`src/rtl/register_file.sv`:
```
// -----------------------------------------------------------------------------
// register_file
//
// Purpose:
//   General-purpose register file for a single-cycle core. It provides
//   2**ADDR_WIDTH registers of DATA_WIDTH bits, one synchronous write port,
//   two combinational operand read ports, and a combinational debug read port.
//   Register 0 is hardwired to zero. There is no write-to-read bypass, so read
//   data can be fed through the ALU back into wdata without forming a
//   combinational loop.
//
// Parameters:
//   DATA_WIDTH  width of each register and of every data port (default 32)
//   ADDR_WIDTH  address width; the file holds 2**ADDR_WIDTH registers (default 5)
//
// Ports:
//   clk        in   1           clock; writes commit on the rising edge
//   reset      in   1           asynchronous active-high reset; clears all registers
//   wen        in   1           write enable
//   waddr      in   ADDR_WIDTH  write address
//   wdata      in   DATA_WIDTH  write data
//   raddr1     in   ADDR_WIDTH  read port 1 address
//   rdata1     out  DATA_WIDTH  read port 1 data (combinational)
//   raddr2     in   ADDR_WIDTH  read port 2 address
//   rdata2     out  DATA_WIDTH  read port 2 data (combinational)
//   dbg_raddr  in   ADDR_WIDTH  debug/difftest read address
//   dbg_rdata  out  DATA_WIDTH  debug read data (combinational)
//
// Build option:
//   REGFILE_TRACE_EN  when defined, prints one simulation line per committed
//                     write (address and data in hex). When undefined, the
//                     module contains no display code at all.
// -----------------------------------------------------------------------------
module register_file #(
  parameter int DATA_WIDTH = 32,
  parameter int ADDR_WIDTH = 5
) (
  input  logic                  clk,
  input  logic                  reset,
  input  logic                  wen,
  input  logic [ADDR_WIDTH-1:0] waddr,
  input  logic [DATA_WIDTH-1:0] wdata,
  input  logic [ADDR_WIDTH-1:0] raddr1,
  output logic [DATA_WIDTH-1:0] rdata1,
  input  logic [ADDR_WIDTH-1:0] raddr2,
  output logic [DATA_WIDTH-1:0] rdata2,
  input  logic [ADDR_WIDTH-1:0] dbg_raddr,
  output logic [DATA_WIDTH-1:0] dbg_rdata
);

  localparam int NUM_REGS = 2 ** ADDR_WIDTH;

  logic [DATA_WIDTH-1:0] regs [NUM_REGS];
  logic                  write_commit;

  // A write only takes effect when enabled, out of reset, and aimed at a
  // register other than the hardwired zero register.
  always_comb begin
    write_commit = wen && !reset && (waddr != '0);
  end

  // Storage. Reset clears every register asynchronously, so reads drop to
  // zero immediately and any write coinciding with reset loses. Register 0
  // is never written outside reset, so it holds zero permanently.
  always_ff @(posedge clk or posedge reset) begin
    if (reset) begin
      for (int i = 0; i < NUM_REGS; i++) begin
        regs[i] <= '0;
      end
    end else if (write_commit) begin
      regs[waddr] <= wdata;
    end
  end

  // Read ports are plain muxes onto the stored state with no bypass from the
  // write port. Address 0 is forced to zero explicitly so the zero register
  // does not depend on the storage element holding its reset value.
  always_comb begin
    rdata1    = (raddr1 == '0)    ? '0 : regs[raddr1];
    rdata2    = (raddr2 == '0)    ? '0 : regs[raddr2];
    dbg_rdata = (dbg_raddr == '0) ? '0 : regs[dbg_raddr];
  end

`ifdef REGFILE_TRACE_EN
  // Simulation trace of every committed write, reported on the write edge.
  always @(posedge clk) begin
    if (write_commit) begin
      $display("[REGFILE] write x%0d <= 0x%h", waddr, wdata);
    end
  end
`else
`endif

endmodule

```
`config.mk`:
```
export PLATFORM = sky130hd
export DESIGN_NAME = register_file
export DESIGN_NICKNAME = d
export VERILOG_FILES = /design/src/rtl/register_file.sv
export SDC_FILE = /design/constraint.sdc
export NUM_CORES = 2
export LEC_CHECK = 0
export ABC_CLOCK_PERIOD_IN_PS = 85900
export CORE_MARGIN = 2
export CORE_UTILIZATION = 56
export DETAILED_ROUTE_END_ITERATION = 16
export PLACE_DENSITY_LB_ADDON = 0.05
export SLEW_MARGIN = 20
export SYNTH_ARGS = -nofsm -noshare
export SYNTH_HDL_FRONTEND = slang
export SYNTH_SLANG_ARGS = --single-unit
```
`constraint.sdc`:
```
create_clock -name clk -period 85.9 [get_ports clk]
set_input_delay 17.18 -clock clk [delete_from_list [all_inputs] [get_ports clk]]
set_output_delay 17.18 -clock clk [all_outputs]
set_load 0.005 [all_outputs]
```
==> metrics.md <==
| Metric | Value |
|---|---|
| Status | `complete, no violations` |
| CP max-delay cell | `nor4_1` |
| Buf/Inv on CP | `4` |
| Setup TNS | `0 ns` |
| Worst-path clk slew | `roughly 0.06 ns` |
| Post-synth top area share | `about two fifths` |
| Max-Cap Viols | `0` |
| Global-route wire length before repair | `about 330,000 um` |
| Worst Setup Path Type | `in2out` |
| Register name with the most flops | `regs` |
| Required @ worst endpoint | `roughly 69 ns` |
| Filler cell count | `8,523` |
| Setup-failing EPs final | `0` |
| Final period util | `between 40% and 50%` |
| Peak VDD IR | `approximately 18 uV` |
| ANT nets after route | `0` |
| Largest net degree at the start of global routing | `roughly 150` |
| Layout cells sized above 1 | `a little under half` |
| Post-Synth XOR/XNOR Area | `0%` |
| Average wire per standard cell | `40.1 um` |
| Mapped Area | `62,700 um2` |
| Ys Warns | `0` |
| Area leader, netlist | `dfrtp_1` |
| Crit-path max FO | `100` |
| Chip width | `about 340 um` |
| Syn Inst Count | `approximately 4,400` |
| Crit end category | `primary output` |
| Starting Density | `approximately 57%` |
| GR Overflow Total | `0` |
| Post-CTS Hold Buffers | `0` |
| IO Port Bufs | `150` |
| Initial antenna violation count | `15` |
| Hold Path Origin | `regs[1017]` |
| Ports | `151` |
| Sequential share of the synthesized area | `between 40 and 50%` |
| Vias | `around 44,000` |
| Most numerous cell in the Yosys netlist | `mux2_2` |
| DR vias/cell | `about 7.7` |
| Top FF cell, synth | `dfrtp_1` |
| # Post-CTS Setup Buffers | `0` |
| Drt total wl | `between 200,000 and 250,000 um` |
| Worst setup path startpoint | `dbg_raddr[2]` |
| RSZ-0062 raised after global routing | `no` |
| Final Hold Fails | `0` |
| Regs by FF count | `regs (1024)` |
| CTS Buffer Depth | `3` |
| Vias in the first global route | `43,521` |
| Largest family of logic cells by synthesized area | `multiplexers` |
| Area of the core | `~110,000 um2` |
| Initial DRT Pass Iterations | `6` |
| Max reg flops | `1,024` |
| Pwr dens | `around 21 nW/um2` |
| Worst EP arrival | `21.94 ns` |
| Htree depth | `3` |
| Number of flops mapped to enable cells by yosys | `0` |
| Sink Count | `1,024` |
| Root buffer cell | `clkbuf_16` |
| RePlAce Congestion | `around 0.9` |
| Post-Synth Simple-Gate Area | `under 10%` |
| Total CTS buffers | `115` |
| Yosys reg bits | `1,024` |
| Multiplexer share of the synthesized area | `between 40% and 50%` |
| Fraction of registers with async set or reset after synthesis | `100%` |
| Total GRT Usage | `roughly 40%` |
| Crit-path cells | `buf_8 -> buf_12 -> buf_4 -> nor2b_2 -> a22oi_1 -> a21oi_1 -> nor4_1 -> clkdlybuf4s50_1` |
| Synth-to-layout area growth | `9.93%` |
| Die area | `around 110,000 um2` |
| Hold WC Path Type | `reg2reg` |
| Leakage Power | `around 0.03 uW` |
| Final Net Count | `4,275` |
| Area fraction in compound gates after synthesis | `under 10%` |
| CTS tree | `done` |
| Ranking of synthesized cells by area | `dfrtp_1 41%, mux4_2 22%, mux2_2 19%` |
| Max incr delay on CP | `just under 0.9 ns` |
| Post-Synth Adder-Cell Area | `0%` |
| Clk Latency, worst-skew pair | `around 0.7 ns` |
| Synth unique cells | `42` |
| Crit path launch type | `input port` |
| Syn_area_per_cell | `roughly 14 um2` |
| Die Height | `339 um` |
| Top Family by Delay on Critical Path | `buffers and inverters` |
| Slew Limit Fails | `0` |
| DRT iter0 DRCs | `roughly 5,700` |
| Post-Place Setup Slack | `between 40 and 50 ns` |
| Post-CTS Resized | `0` |
| Net Count, Synth | `between 4,000 and 5,000` |
| Max-Slew Margin vs Limit | `roughly a fifth` |
| Skew final | `0 ns` |
| RR Startpoint | `regs[852]` |
| Core Rows | `about 120` |
| Min Clock Period, post-route | `just under 40 ns` |
| Most frequent cells after synthesis | `1,052 x mux2_2, 1,024 x dfrtp_1, 607 x mux4_2` |
| Final HPWL DP | `between 100,000 and 150,000 um` |
| Setup ws final | `46.78 ns` |
| Worst-Margin Slew | `between 1 and 1.5 ns` |
| Fmax | `approximately 0.026 GHz` |
| # DRC | `0` |
[routing by layer]
| layer | global-route usage (%) | wire (um) | up-vias |
|---|---|---|---|
| met5 | 0 | 117 | - |
| met4 | 19.9 | 13800 | 12 |
| met3 | 11.6 | 26400 | 707 |
| met2 | 60.5 | 105000 | 3035 |
| met1 | 54.6 | 88400 | 23665 |
| li1 | - | - | 17043 |
[power breakdown]
group          internal (uW)  switching [uW]  total, uW  leakage, uW
sequential               545            64.9        610       0.0136
clock                    318             215        534      0.00203
combinational            162             131        293       0.0144
total                   1030             411       1440       0.0300
[stage by stage]
step                      power (uW)  cell area (um2)  hold WS, ns  utilization, %  instances
after floorplan                  808            62700        0.458               -       4368
after global placement           897            64800        0.404            58.5       5589
after detailed placement         903            64800        0.403            58.5       5589
after CTS                       1430            68900        0.417            62.2       5801
after global routing            1480            68900        0.435            62.2       5806
final                           1440            68900        0.426            62.2       5810
[logic make-up (layout without fill, tap and decap cells)]
group / after synthesis / in the layout
mux: 2069 / 2069
simple gates: 264 / 264
flops: 1024 / 1024
compound gates: 483 / 483
buf+inv: 528 / 475
other cells: 0 / 7
[cell usage in the layout (no fill, tap or decap), drive strengths merged, types with 6 or more instances in the layout]
cell	instances
a31oi	18
nand2	24
a211oi	64
a22o	47
diode	7
a2111oi	25
o221ai	25
clkbuf	169
and2	26
clkdlybuf4s50	121
mux4	607
nor3	68
buf	137
a22oi	149
mux2	1052
nor4	21
dfrtp	1024
o32ai	20
a21oi	61
mux2i	410
nor2	25
o22ai	60
clkinv	30
nand3b	6
nor2b	68
bufinv	13
[layout make-up]
| type | count | area, um2 | share of cell area [%] |
|---|---|---|---|
| clock inverters | 44 | 592 | 0.859 |
| repair buffers | 259 | 2340 | 3.40 |
| well taps | 1488 | 1860 | 2.70 |
| multi-input cells | 2816 | 35000 | 50.7 |
| flip-flops and latches | 1024 | 25600 | 37.2 |
| clock buffers | 168 | 3480 | 5.05 |
| inverters | 4 | 22.5 | 0.0327 |
| diodes | 7 | 17.5 | 0.0254 |
[path summary, 6_finish.rpt]
path	endpoint	slack (ns)	cells past startpoint
setup / recovery	dbg_rdata[3]	46.78	8
max in group asynchronous	regs[551]	64.89	6
hold / removal	regs[1017]	0.43	0
hold reg to reg	regs[1017]	0.43	0
min in group asynchronous	regs[984]	17.05	2
setup reg to reg	regs[852]	85.04	1
No activity file was read; power rests on OpenSTA's default activity.
